[src/rtl/tipi_pi_bus_ctrl_pkg.sv]
// Shared constants and types for the TIPI Pi-side nibble bus controller.
// Holds command nibble encodings, FSM state encoding and default synchronizer depth.
package tipi_pkg;

    localparam int SYNC_STAGES_DEF = 2;

    localparam logic [3:0] CMD_RD_TD = 4'h0;
    localparam logic [3:0] CMD_RD_TC = 4'h1;
    localparam logic [3:0] CMD_RD_RD = 4'h2;
    localparam logic [3:0] CMD_RD_RC = 4'h3;
    localparam logic [3:0] CMD_WR_RD = 4'h8;
    localparam logic [3:0] CMD_WR_RC = 4'h9;

    typedef enum logic [2:0] {
        ST_IDLE,
        ST_RD_HI,
        ST_RD_LO,
        ST_WR_HI,
        ST_WR_LO,
        ST_WR_COMMIT
    } state_t;

    function automatic logic is_read_cmd(input logic [3:0] cmd);
        return (cmd[3:2] == 2'b00);
    endfunction

    function automatic logic is_write_cmd(input logic [3:0] cmd);
        return (cmd[3:1] == 3'b100);
    endfunction

endpackage

[src/rtl/tipi_pi_bus_ctrl_if.sv]
// Pi-facing nibble bus pins: strobe and nibble in from the Pi, nibble/oe/attention back.
// The master modport is the Pi side, the slave modport is the controller.
interface tipi_pi_bus_ctrl_if;
    logic       r_strb;
    logic [3:0] r_nib_in;
    logic [3:0] r_nib_out;
    logic       r_nib_oe;
    logic       r_attn;

    modport master (output r_strb, output r_nib_in,
                    input  r_nib_out, input r_nib_oe, input r_attn);
    modport slave  (input  r_strb, input r_nib_in,
                    output r_nib_out, output r_nib_oe, output r_attn);
endinterface

[src/rtl/tipi_sync.sv]
// Multi-flop synchronizer, DEPTH cycles of latency, no flow control.
// Multi-bit use assumes the source is quasi-static around the sampling point.
module tipi_sync #(
    parameter int WIDTH = 1,
    parameter int DEPTH = 2
) (
    input  logic             clk,
    input  logic             rst_n,
    input  logic [WIDTH-1:0] i_d,
    output logic [WIDTH-1:0] o_q
);
    logic [WIDTH-1:0] r_stg [DEPTH];

    always_ff @(posedge clk or negedge rst_n) begin
        if (!rst_n) begin
            for (int i = 0; i < DEPTH; i++) r_stg[i] <= '0;
        end else begin
            r_stg[0] <= i_d;
            for (int i = 1; i < DEPTH; i++) r_stg[i] <= r_stg[i-1];
        end
    end

    assign o_q = r_stg[DEPTH-1];
endmodule

[src/rtl/tipi_pi_bus_ctrl.sv]
// Pi-side TIPI register exchange: command decode, byte moves in nibbles, attention, timeout.
// Outputs react SYNC_STAGES+1 cycles after a strobe rise; the Pi paces the bus, no backpressure.
module tipi_pi_bus_ctrl
    import tipi_pkg::*;
#(
    parameter int SYNC_STAGES    = SYNC_STAGES_DEF,
    parameter int TIMEOUT_CYCLES = 1024
) (
    input  logic              sys_clk,
    input  logic              sys_rst_n,
    tipi_pi_bus_ctrl_if.slave pi,
    input  logic [7:0]        rpi_td,
    input  logic [7:0]        rpi_tc,
    output logic [7:0]        rd_q,
    output logic [7:0]        rc_q,
    output logic              rd_we,
    output logic              rc_we,
    output logic              busy,
    output logic [7:0]        err_cnt
);
    localparam int            TW       = (TIMEOUT_CYCLES > 1) ? $clog2(TIMEOUT_CYCLES) : 1;
    localparam logic [TW-1:0] TMO_LAST = TW'(TIMEOUT_CYCLES - 1);

    logic       w_strb_s, r_strb_d, w_strb_evt;
    logic [7:0] w_td_s, w_tc_s, w_sel_byte;
    logic [3:0] w_nib;
    logic       w_tmo_hit, w_cmd_bad;
    state_t     r_state, w_state_nxt;
    logic [TW-1:0] r_tmo_cnt;
    logic [7:0] r_err, r_snap, r_wbuf, r_tc_seen, r_rd, r_rc;
    logic [7:0] w_snap_nxt, w_wbuf_nxt, w_tc_seen_nxt, w_rd_nxt, w_rc_nxt;
    logic [3:0] r_nib_out, w_nib_out_nxt;
    logic       r_oe, w_oe_nxt, r_wsel, w_wsel_nxt, r_attn;
    logic       r_rd_we, r_rc_we, w_rd_we_nxt, w_rc_we_nxt;

    tipi_sync #(.WIDTH(1), .DEPTH(SYNC_STAGES)) u_sync_strb (
        .clk(sys_clk), .rst_n(sys_rst_n), .i_d(pi.r_strb), .o_q(w_strb_s));
    tipi_sync #(.WIDTH(8), .DEPTH(SYNC_STAGES)) u_sync_td (
        .clk(sys_clk), .rst_n(sys_rst_n), .i_d(rpi_td), .o_q(w_td_s));
    tipi_sync #(.WIDTH(8), .DEPTH(SYNC_STAGES)) u_sync_tc (
        .clk(sys_clk), .rst_n(sys_rst_n), .i_d(rpi_tc), .o_q(w_tc_s));

    // The Pi holds the nibble stable across the synchronizer delay, so it is sampled raw.
    assign w_nib      = pi.r_nib_in;
    assign w_strb_evt = w_strb_s & ~r_strb_d;
    assign w_tmo_hit  = (r_state != ST_IDLE) && !w_strb_evt && (r_tmo_cnt == TMO_LAST);
    assign w_cmd_bad  = (r_state == ST_IDLE) && w_strb_evt &&
                        !is_read_cmd(w_nib) && !is_write_cmd(w_nib);

    always_comb begin
        case (w_nib[1:0])
            2'd0:    w_sel_byte = w_td_s;
            2'd1:    w_sel_byte = w_tc_s;
            2'd2:    w_sel_byte = r_rd;
            default: w_sel_byte = r_rc;
        endcase
    end

    always_ff @(posedge sys_clk or negedge sys_rst_n) begin
        if (!sys_rst_n) r_state <= ST_IDLE;
        else            r_state <= w_state_nxt;
    end

    always_comb begin
        w_state_nxt = r_state;
        if (w_tmo_hit) begin
            w_state_nxt = ST_IDLE;
        end else begin
            case (r_state)
                ST_IDLE: if (w_strb_evt) begin
                    if (is_read_cmd(w_nib))       w_state_nxt = ST_RD_HI;
                    else if (is_write_cmd(w_nib)) w_state_nxt = ST_WR_HI;
                end
                ST_RD_HI:     if (w_strb_evt) w_state_nxt = ST_RD_LO;
                ST_RD_LO:     if (w_strb_evt) w_state_nxt = ST_IDLE;
                ST_WR_HI:     if (w_strb_evt) w_state_nxt = ST_WR_LO;
                ST_WR_LO:     if (w_strb_evt) w_state_nxt = ST_WR_COMMIT;
                ST_WR_COMMIT: w_state_nxt = ST_IDLE;
                default:      w_state_nxt = ST_IDLE;
            endcase
        end
    end

    always_comb begin
        w_nib_out_nxt = r_nib_out;
        w_oe_nxt      = r_oe;
        w_snap_nxt    = r_snap;
        w_wbuf_nxt    = r_wbuf;
        w_wsel_nxt    = r_wsel;
        w_tc_seen_nxt = r_tc_seen;
        w_rd_nxt      = r_rd;
        w_rc_nxt      = r_rc;
        w_rd_we_nxt   = 1'b0;
        w_rc_we_nxt   = 1'b0;
        if (w_tmo_hit) begin
            w_oe_nxt      = 1'b0;
            w_nib_out_nxt = 4'h0;
        end else begin
            case (r_state)
                ST_IDLE: if (w_strb_evt) begin
                    if (is_read_cmd(w_nib)) begin
                        w_snap_nxt    = w_sel_byte;
                        w_nib_out_nxt = w_sel_byte[7:4];
                        w_oe_nxt      = 1'b1;
                        if (w_nib == CMD_RD_TC) w_tc_seen_nxt = w_sel_byte;
                    end else if (is_write_cmd(w_nib)) begin
                        w_wsel_nxt = (w_nib == CMD_WR_RC);
                    end
                end
                ST_RD_HI: if (w_strb_evt) w_nib_out_nxt = r_snap[3:0];
                ST_RD_LO: if (w_strb_evt) begin
                    w_oe_nxt      = 1'b0;
                    w_nib_out_nxt = 4'h0;
                end
                ST_WR_HI: if (w_strb_evt) w_wbuf_nxt[7:4] = w_nib;
                ST_WR_LO: if (w_strb_evt) w_wbuf_nxt[3:0] = w_nib;
                ST_WR_COMMIT: begin
                    if (r_wsel) begin
                        w_rc_nxt    = r_wbuf;
                        w_rc_we_nxt = 1'b1;
                    end else begin
                        w_rd_nxt    = r_wbuf;
                        w_rd_we_nxt = 1'b1;
                    end
                end
                default: ;
            endcase
        end
    end

    always_ff @(posedge sys_clk or negedge sys_rst_n) begin
        if (!sys_rst_n) begin
            r_nib_out <= 4'h0;
            r_oe      <= 1'b0;
            r_snap    <= 8'h00;
            r_wbuf    <= 8'h00;
            r_wsel    <= 1'b0;
            r_tc_seen <= 8'h00;
            r_rd      <= 8'h00;
            r_rc      <= 8'h00;
            r_rd_we   <= 1'b0;
            r_rc_we   <= 1'b0;
        end else begin
            r_nib_out <= w_nib_out_nxt;
            r_oe      <= w_oe_nxt;
            r_snap    <= w_snap_nxt;
            r_wbuf    <= w_wbuf_nxt;
            r_wsel    <= w_wsel_nxt;
            r_tc_seen <= w_tc_seen_nxt;
            r_rd      <= w_rd_nxt;
            r_rc      <= w_rc_nxt;
            r_rd_we   <= w_rd_we_nxt;
            r_rc_we   <= w_rc_we_nxt;
        end
    end

    always_ff @(posedge sys_clk or negedge sys_rst_n) begin
        if (!sys_rst_n) begin
            r_strb_d  <= 1'b0;
            r_tmo_cnt <= '0;
            r_err     <= 8'h00;
            r_attn    <= 1'b0;
        end else begin
            r_strb_d <= w_strb_s;
            r_attn   <= (w_tc_s != r_tc_seen);
            if ((r_state == ST_IDLE) || w_strb_evt || w_tmo_hit) r_tmo_cnt <= '0;
            else                                                r_tmo_cnt <= r_tmo_cnt + 1'b1;
            if ((w_cmd_bad || w_tmo_hit) && (r_err != 8'hFF)) r_err <= r_err + 8'd1;
        end
    end

    assign pi.r_nib_out = r_nib_out;
    assign pi.r_nib_oe  = r_oe;
    assign pi.r_attn    = r_attn;
    assign rd_q         = r_rd;
    assign rc_q         = r_rc;
    assign rd_we        = r_rd_we;
    assign rc_we        = r_rc_we;
    assign busy         = (r_state != ST_IDLE);
    assign err_cnt      = r_err;
endmodule

[src/flat_wrapper.sv]
// flat-port wrapper written by rule: the top's interface ports become plain ports
module tipi_pi_bus_ctrl_flat import tipi_pkg::*;
#(
    parameter int SYNC_STAGES    = SYNC_STAGES_DEF,
    parameter int TIMEOUT_CYCLES = 1024
)
  (sys_clk, sys_rst_n, rpi_td, rpi_tc, rd_q, rc_q, rd_we, rc_we, busy, err_cnt, pi_r_strb, pi_r_nib_in, pi_r_nib_out, pi_r_nib_oe, pi_r_attn);
  tipi_pi_bus_ctrl_if pi_i ();
  input  logic sys_clk;
  input  logic sys_rst_n;
  input  logic [7:0] rpi_td;
  input  logic [7:0] rpi_tc;
  output logic [7:0] rd_q;
  output logic [7:0] rc_q;
  output logic rd_we;
  output logic rc_we;
  output logic busy;
  output logic [7:0] err_cnt;
  input wire logic [$bits(pi_i.r_strb)-1:0] pi_r_strb;
  input wire logic [$bits(pi_i.r_nib_in)-1:0] pi_r_nib_in;
  output wire logic [$bits(pi_i.r_nib_out)-1:0] pi_r_nib_out;
  output wire logic [$bits(pi_i.r_nib_oe)-1:0] pi_r_nib_oe;
  output wire logic [$bits(pi_i.r_attn)-1:0] pi_r_attn;
  assign pi_i.r_strb = pi_r_strb;
  assign pi_i.r_nib_in = pi_r_nib_in;
  assign pi_r_nib_out = pi_i.r_nib_out;
  assign pi_r_nib_oe = pi_i.r_nib_oe;
  assign pi_r_attn = pi_i.r_attn;
  tipi_pi_bus_ctrl #(.SYNC_STAGES(SYNC_STAGES), .TIMEOUT_CYCLES(TIMEOUT_CYCLES)) u_core (.sys_clk(sys_clk), .sys_rst_n(sys_rst_n), .pi(pi_i), .rpi_td(rpi_td), .rpi_tc(rpi_tc), .rd_q(rd_q), .rc_q(rc_q), .rd_we(rd_we), .rc_we(rc_we), .busy(busy), .err_cnt(err_cnt));
endmodule
[config.mk]
export PLATFORM = sky130hd
export DESIGN_NAME = tipi_pi_bus_ctrl_flat
export DESIGN_NICKNAME = d
export VERILOG_FILES = /design/src/rtl/tipi_pi_bus_ctrl_pkg.sv /design/src/rtl/tipi_pi_bus_ctrl_if.sv /design/src/rtl/tipi_sync.sv /design/src/rtl/tipi_pi_bus_ctrl.sv /design/src/flat_wrapper.sv
export SDC_FILE = /design/constraint.sdc
export NUM_CORES = 1
export LEC_CHECK = 0
export CORE_ASPECT_RATIO = 1.1
export CORE_MARGIN = 5
export CORE_UTILIZATION = 54
export DETAILED_ROUTE_END_ITERATION = 6
export PLACE_DENSITY_LB_ADDON = 0.2
export SLEW_MARGIN = 15
export SYNTH_ARGS = -nofsm -noshare
export SYNTH_HDL_FRONTEND = slang
export SYNTH_HIERARCHICAL = 1
export SYNTH_SLANG_ARGS = --single-unit
[constraint.sdc]
create_clock -name sys_clk -period 5.5 [get_ports sys_clk]
set_input_delay 1.65 -clock sys_clk [delete_from_list [all_inputs] [get_ports sys_clk]]
set_output_delay 1.65 -clock sys_clk [all_outputs]
set_load 0.02 [all_outputs]
==> impl_metrics.py, run 1 <==
metrics = {
    "route": {
        "drc_errors": 0,
        "top_layer": "met4",
        "antenna_left": 0,
        "wl_met1_um": 3440,
        "vias": 2401,
        "drtIter0Drc": 111,
        "drt_pre_antenna_iters": 5,
        "wl_um": 7670,
        "met2_length_um": 3780,
        "routedWlPerCell_um": 16.8,
        "vias_per_cell": 5.27,
        "wl_met3_um": 378,
    },
    "setup_path": {
        "max_stage_delay_ns": 0.56,
        "start_kind": "flip-flop",
        "r2r_cells": 6,
        "reg2reg_slack_ns": 3.32,
        "cp.arrival_ns": 1.94,
        "required_ns": 3.85,
        "end_kind": "output port",
        "r2r-end": "u_core/pi.r_nib_out[2]",
        "path_class": "reg -> out",
        "reg2reg_from": "u_core/r_tmo_cnt[0]",
        "worstPathMaxFanout": 11,
        "path_delay_family": "buffers and inverters",
        "slowest_stage": "clkdlybuf4s50_1",
        "path_buf_inv": 2,
        "cp_cell_sequence": "nor3_2 -> inv_2 -> clkdlybuf4s50_1",
    },
    "grt": {
        "gr-total-overflow": 0,
        "grtUsageTotal_pct": 17.4,
        "grt_pass1_vias": 2460,
        "grt_pass1_wl_um": 12700,
        "antenna_found_initial": 0,
        "grt_max_degree": 64,
    },
    "yosys": {
        "synth_nets": 326,
        "synth.distinct_cells": 42,
        "synth_seq_area_share_pct": 60.6,
        "synthCells": 301,
        "netlist_area_um2": 4170,
        "synthArstFlopShare_pct": 100,
        "ys_warn_count": 6,
        "synth_edf_count": 0,
        "avgSynthCellArea_um2": 13.9,
        "ys_ff_latch": 101,
        "synth_ff_type": "dfrtp_1",
    },
    "floorplanning": {
        "design.core.area_um2": 7510,
        "die_width_um": 93.8,
        "rows": 33,
        "dieArea_um2": 9590,
        "die_height_um": 102,
        "start_util_pct": 55.5,
        "io_pins": 56,
    },
    "cells_and_area": {
        "antenna_cells": 0,
        "fin_util_pct": 65.8,
        "layout.cells.most_common_list": "101 x dfrtp_1, 54 x clkdlybuf4s50_1, 35 x mux2_2",
        "nFillCells": 576,
        "layout.cells.most_common": "dfrtp_1",
        "drive_above_1_share_pct": 22.5,
        "syn_to_final_growth_pct": 18.6,
        "multi_input_area_um2": 1470,
        "largest_reg_flops": 10,
        "final_nets": 371,
        "largest-register": "u_core/r_tmo_cnt",
        "seq_area_um2": 2530,
    },
    "clock_tree": {
        "cts_setup_buffers": 0,
        "clock_sinks": 101,
        "clk_latency_ns": 0.37,
        "hold_buffers": 0,
        "h-tree-depth": 3,
        "cts_buffer_depth": 2,
        "cts_buffers": 9,
        "cts.clk_slew.worst_paths_ns": 0.10,
        "cts_tree": "done",
        "root_buffer": "clkbuf_8",
        "post_cts_resize_count": 0,
    },
    "timing": {
        "slew_viol_final": 0,
        "worst_slew_pin_slew_ns": 0.780,
        "rsz0062_at_grt": "false",
        "tns_ns": 0,
        "hold_ws_ns": 0.345,
        "hold_violations": 0,
        "fin_crit_sh_pct": 65.3,
        "min_period_ns": 3.59,
        "finClkSkew_ns": 0.0101,
        "max_clock_freq_ghz": 0.278,
        "setup_viol": 0,
        "max_slew_margin_pct": 48.0,
    },
    "power": {
        "p_seq_share_pct": 47.4,
        "p_switching_mw": 0.709,
        "vdd_ir_drop_max_mv": 0.207,
        "pwr-share-comb_pct": 28.2,
        "p_per_area_nw_per_um2": 445,
        "clockPowerShare_pct": 24.5,
        "p_sw_share_pct": 32.2,
        "p_leak_nw": 2.21,
        "intPower_mw": 1.49,
    },
    "place": {
        "hpwl_um": 5300,
        "port_buffers": 55,
        "place_congestion": 0.811,
    },
    "hold_path": {
        "hold_path_startpoint": "u_core/u_sync_strb/r_stg[1]",
        "whs_path_depth": 0,
        "holdCritPathClass": "reg -> reg",
        "whs_endpoint": "u_core/u_sync_strb/o_q",
    },
    "run": {
        "cap_violations": 0,
    },
    "run_status": {
        "status": "complete, no violations",
    },
}
[power by group through the flow]
stage,Combinational [mW],Sequential (mW),Clock [mW]
after global placement,0.607,1.05,0
after global routing,0.672,1.07,0.585
after floorplan,0.343,1.08,0
after CTS,0.626,1.04,0.553
final,0.620,1.04,0.538
after detailed placement,0.622,1.05,0
[stage by stage]
stage                     power [mW]  cell area (um2)  std cells  setup WS [ns]
after global routing            2.32             4950        456           1.75
after global placement          1.66             4710        440           1.83
after floorplan                 1.42             4170        301           2.45
after detailed placement        1.68             4710        440           1.77
final                           2.20             4950        456           1.91
after CTS                       2.22             4950        456           1.89
[logic make-up (layout without fill, tap and decap cells)]
group / Yosys count / count (layout) / share of synthesized area (%)
compound gates: 22 / 22 / 3.54
xor+xnor: 22 / 22 / 4.62
mux: 51 / 51 / 16.6
fa+ha+maj: 2 / 2 / 0.600
flops: 101 / 101 / 60.6
simple gates: 76 / 76 / 9.89
buf+inv: 27 / 77 / 4.14
[metal layers]
| metal | vias up | track usage, % |
|---|---|---|
| met2 | 62 | 26.6 |
| li1 | 1130 | - |
| met1 | 1203 | 25.0 |
| met3 | 6 | 4.49 |
| met4 | 0 | 5.00 |
| met5 | - | 0 |
[Yosys cell counts (all sizes together) (5+ instances only)]
master  count  area [um2]
o21ai       6        30.0
xnor2       5        43.8
nor3        8        61.3
a21oi       6        37.5
nor2       19        71.3
nand2      16        62.6
mux2       43         514
mux4        8         180
xor2       17         149
dfrtp     101        2530
buf        21         150
nand3       9        45.0
[layout make-up]
cell class | instances | area share [%]
flip-flops and latches | 101 | 51.1
multi-input cells | 173 | 29.8
repair buffers | 57 | 11.4
well taps | 105 | 2.66
clock buffers | 9 | 2.50
clock inverters | 7 | 2.30
inverters | 4 | 0.303
[how the worst max path moves through the flow]
| stage | start | to | slack (ns) | cells after the start |
|---|---|---|---|---|
| after floorplan | pi_r_nib_in[0] | u_core/pi.r_nib_out[1] | 2.45 | 4 |
| after global placement | pi_r_nib_in[0] | u_core/pi.r_nib_out[2] | 1.83 | 4 |
| after detailed placement | pi_r_nib_in[1] | u_core/err_cnt[6] | 1.77 | 6 |
| after CTS | u_core/r_state[1] | busy | 1.89 | 3 |
| after global routing | u_core/r_state[1] | busy | 1.75 | 3 |
| final | u_core/r_state[2] | busy | 1.91 | 3 |
Power figures use the tool's default switching activity.
==> run 2, diff against run 1 <==
==> constraint.sdc (replaced) <==
create_clock -name sys_clk -period 3.5 [get_ports sys_clk]
set_input_delay 1.05 -clock sys_clk [delete_from_list [all_inputs] [get_ports sys_clk]]
set_output_delay 1.05 -clock sys_clk [all_outputs]
set_load 0.02 [all_outputs]
==> run 2 against run 1 <==
Compared with the run above:
- via count fell by 0.37%
- clock skew is 0.0028 ns higher
- utilization fell by 0.22 points
- combinational power up 58%
- critical path depth unchanged
- first-iteration DRC count grew 9.9%
- largest cell class unchanged
==> impl_metrics.py, run 2 (same netlist as run 1, synthesis figures left out) <==
metrics = {
    "clock_tree": {
        "hold_buffers": 0,
        "cts_buffers": 9,
        "clock_sinks": 101,
        "clk_latency_ns": 0.37,
        "cts_tree": "done",
        "h-tree-depth": 3,
        "post_cts_resize_count": 0,
        "cts_buffer_depth": 2,
        "cts.clk_slew.worst_paths_ns": 0.09,
        "root_buffer": "clkbuf_8",
        "cts_setup_buffers": 0,
    },
    "route": {
        "antenna_left": 0,
        "routedWlPerCell_um": 16.7,
        "wl_um": 7670,
        "vias": 2392,
        "drtIter0Drc": 122,
        "drt_pre_antenna_iters": 4,
        "drc_errors": 0,
        "vias_per_cell": 5.21,
    },
    "cells_and_area": {
        "fin_util_pct": 65.6,
        "layout.cells.most_common": "dfrtp_1",
        "layout.cells.most_common_list": "101 x dfrtp_1, 54 x clkdlybuf4s50_1, 35 x mux2_2",
        "largest-register": "u_core/r_tmo_cnt",
        "antenna_cells": 0,
        "largest_reg_flops": 10,
        "nFillCells": 586,
        "final_nets": 374,
        "drive_above_1_share_pct": 23.2,
        "syn_to_final_growth_pct": 18.2,
    },
    "power": {
        "vdd_ir_drop_max_mv": 0.348,
        "p_leak_nw": 2.21,
        "p_per_area_nw_per_um2": 673,
    },
    "place": {
        "place_congestion": 0.789,
        "hpwl_um": 5470,
        "dp_slack_ns": 0.570,
        "port_buffers": 55,
    },
    "timing": {
        "hold_violations": 0,
        "max_slew_margin_pct": 47.7,
        "setup_viol": 0,
        "finClkSkew_ns": 0.0128,
        "fin_crit_sh_pct": 85.0,
        "tns_ns": 0,
        "min_period_ns": 2.97,
        "max_clock_freq_ghz": 0.336,
        "rsz0062_at_grt": "false",
        "slew_viol_final": 0,
        "worst_slew_pin_slew_ns": 0.784,
        "setup_ws_ns": 0.525,
    },
    "grt": {
        "grtUsageTotal_pct": 17.5,
        "grt_pass1_vias": 2495,
        "grt_max_degree": 62,
        "gr-total-overflow": 0,
        "antenna_found_initial": 0,
        "grt_pass1_wl_um": 12700,
    },
    "setup_path": {
        "start_kind": "flip-flop",
        "r2r_cells": 7,
        "path_delay_family": "buffers and inverters",
        "slowest_stage": "clkdlybuf4s50_1",
        "reg2reg_slack_ns": 1.33,
        "required_ns": 2.45,
        "worstPathMaxFanout": 12,
        "r2r-end": "u_core/rd_q[7]",
        "max_stage_delay_ns": 0.56,
        "reg2reg_from": "u_core/r_tmo_cnt[0]",
        "end_kind": "output port",
        "cp_cell_sequence": "nor3_2 -> inv_2 -> clkdlybuf4s50_1",
        "path_buf_inv": 2,
        "cp.arrival_ns": 1.92,
        "path_class": "reg -> out",
    },
    "floorplanning": {
        "dieArea_um2": 9590,
        "rows": 33,
        "io_pins": 56,
        "die_height_um": 102,
        "die_width_um": 93.8,
        "design.core.area_um2": 7510,
        "start_util_pct": 55.5,
    },
    "hold_path": {
        "holdCritPathClass": "reg -> reg",
        "hold_path_startpoint": "u_core/u_sync_tc/r_stg[9]",
        "whs_endpoint": "u_core/u_sync_tc/o_q[1]",
        "whs_path_depth": 0,
    },
    "run": {
        "cap_violations": 0,
    },
    "run_status": {
        "status": "complete, no violations",
    },
}
-- run 2: cell types whose count changed in the layout (fill, tap and decap cells not counted) --
cell | previous run | this run
clkinv_8 | 1 | 0
inv_6 | 2 | 3
inv_8 | 1 | 2
buf_12 | 0 | 1
clkinv_2 | 0 | 1
bufinv_16 | 2 | 0
buf_4 | 3 | 5
-- run 2: per-stage QoR --
| stage | hold WS [ns] | area (um2) | power (mW) | instances |
|---|---|---|---|---|
| 2_1_floorplan | 0.331 | 4170 | 2.23 | 301 |
| 3_3_place_gp | 0.331 | 4740 | 2.61 | 443 |
| 3_5_place_dp | 0.335 | 4740 | 2.64 | 443 |
| 4_1_cts | 0.359 | 4930 | 3.36 | 459 |
| 5_1_grt | 0.364 | 4930 | 3.50 | 459 |
| 6_report | 0.356 | 4930 | 3.32 | 459 |
-- run 2: how the worst max path moves through the flow --
stage                                 start                      to  slack, ns  cells past startpoint
after floorplan              pi_r_nib_in[0]  u_core/pi.r_nib_out[1]       1.05                      4
after global placement       pi_r_nib_in[0]  u_core/pi.r_nib_out[3]       0.57                      6
after detailed placement     pi_r_nib_in[0]  u_core/pi.r_nib_out[3]       0.57                      6
after CTS                 u_core/r_state[1]                    busy       0.50                      3
after global routing      u_core/r_state[1]                    busy       0.39                      3
final                     u_core/r_state[1]                    busy       0.53                      3
-- run 2: cell type report --
| type | count | area [um2] | share of cell area, % |
|---|---|---|---|
| Clock buffer | 9 | 124 | 2.51 |
| Inverter | 4 | 15.0 | 0.304 |
| Tap cell | 105 | 131 | 2.66 |
| Multi-Input combinational cell | 173 | 1470 | 29.9 |
| Timing Repair Buffer | 60 | 598 | 12.1 |
| Sequential cell | 101 | 2530 | 51.3 |
| Clock inverter | 7 | 62.6 | 1.27 |
-- run 2: where the power goes --
part	internal (mW)	switching (mW)
Combinational	0.515	0.463
Clock	0.277	0.432
Sequential	1.41	0.223
Total	2.20	1.12
-- run 2: per-layer routing --
metal / global-route usage, % / up-vias / part of all wire, %
met1: 23.7 / 1192 / 45
met5: 0 / - / 0
li1: - / 1139 / -
met2: 28.1 / 51 / 50
met4: 6.00 / 0 / 1.4
met3: 4.20 / 10 / 3.9
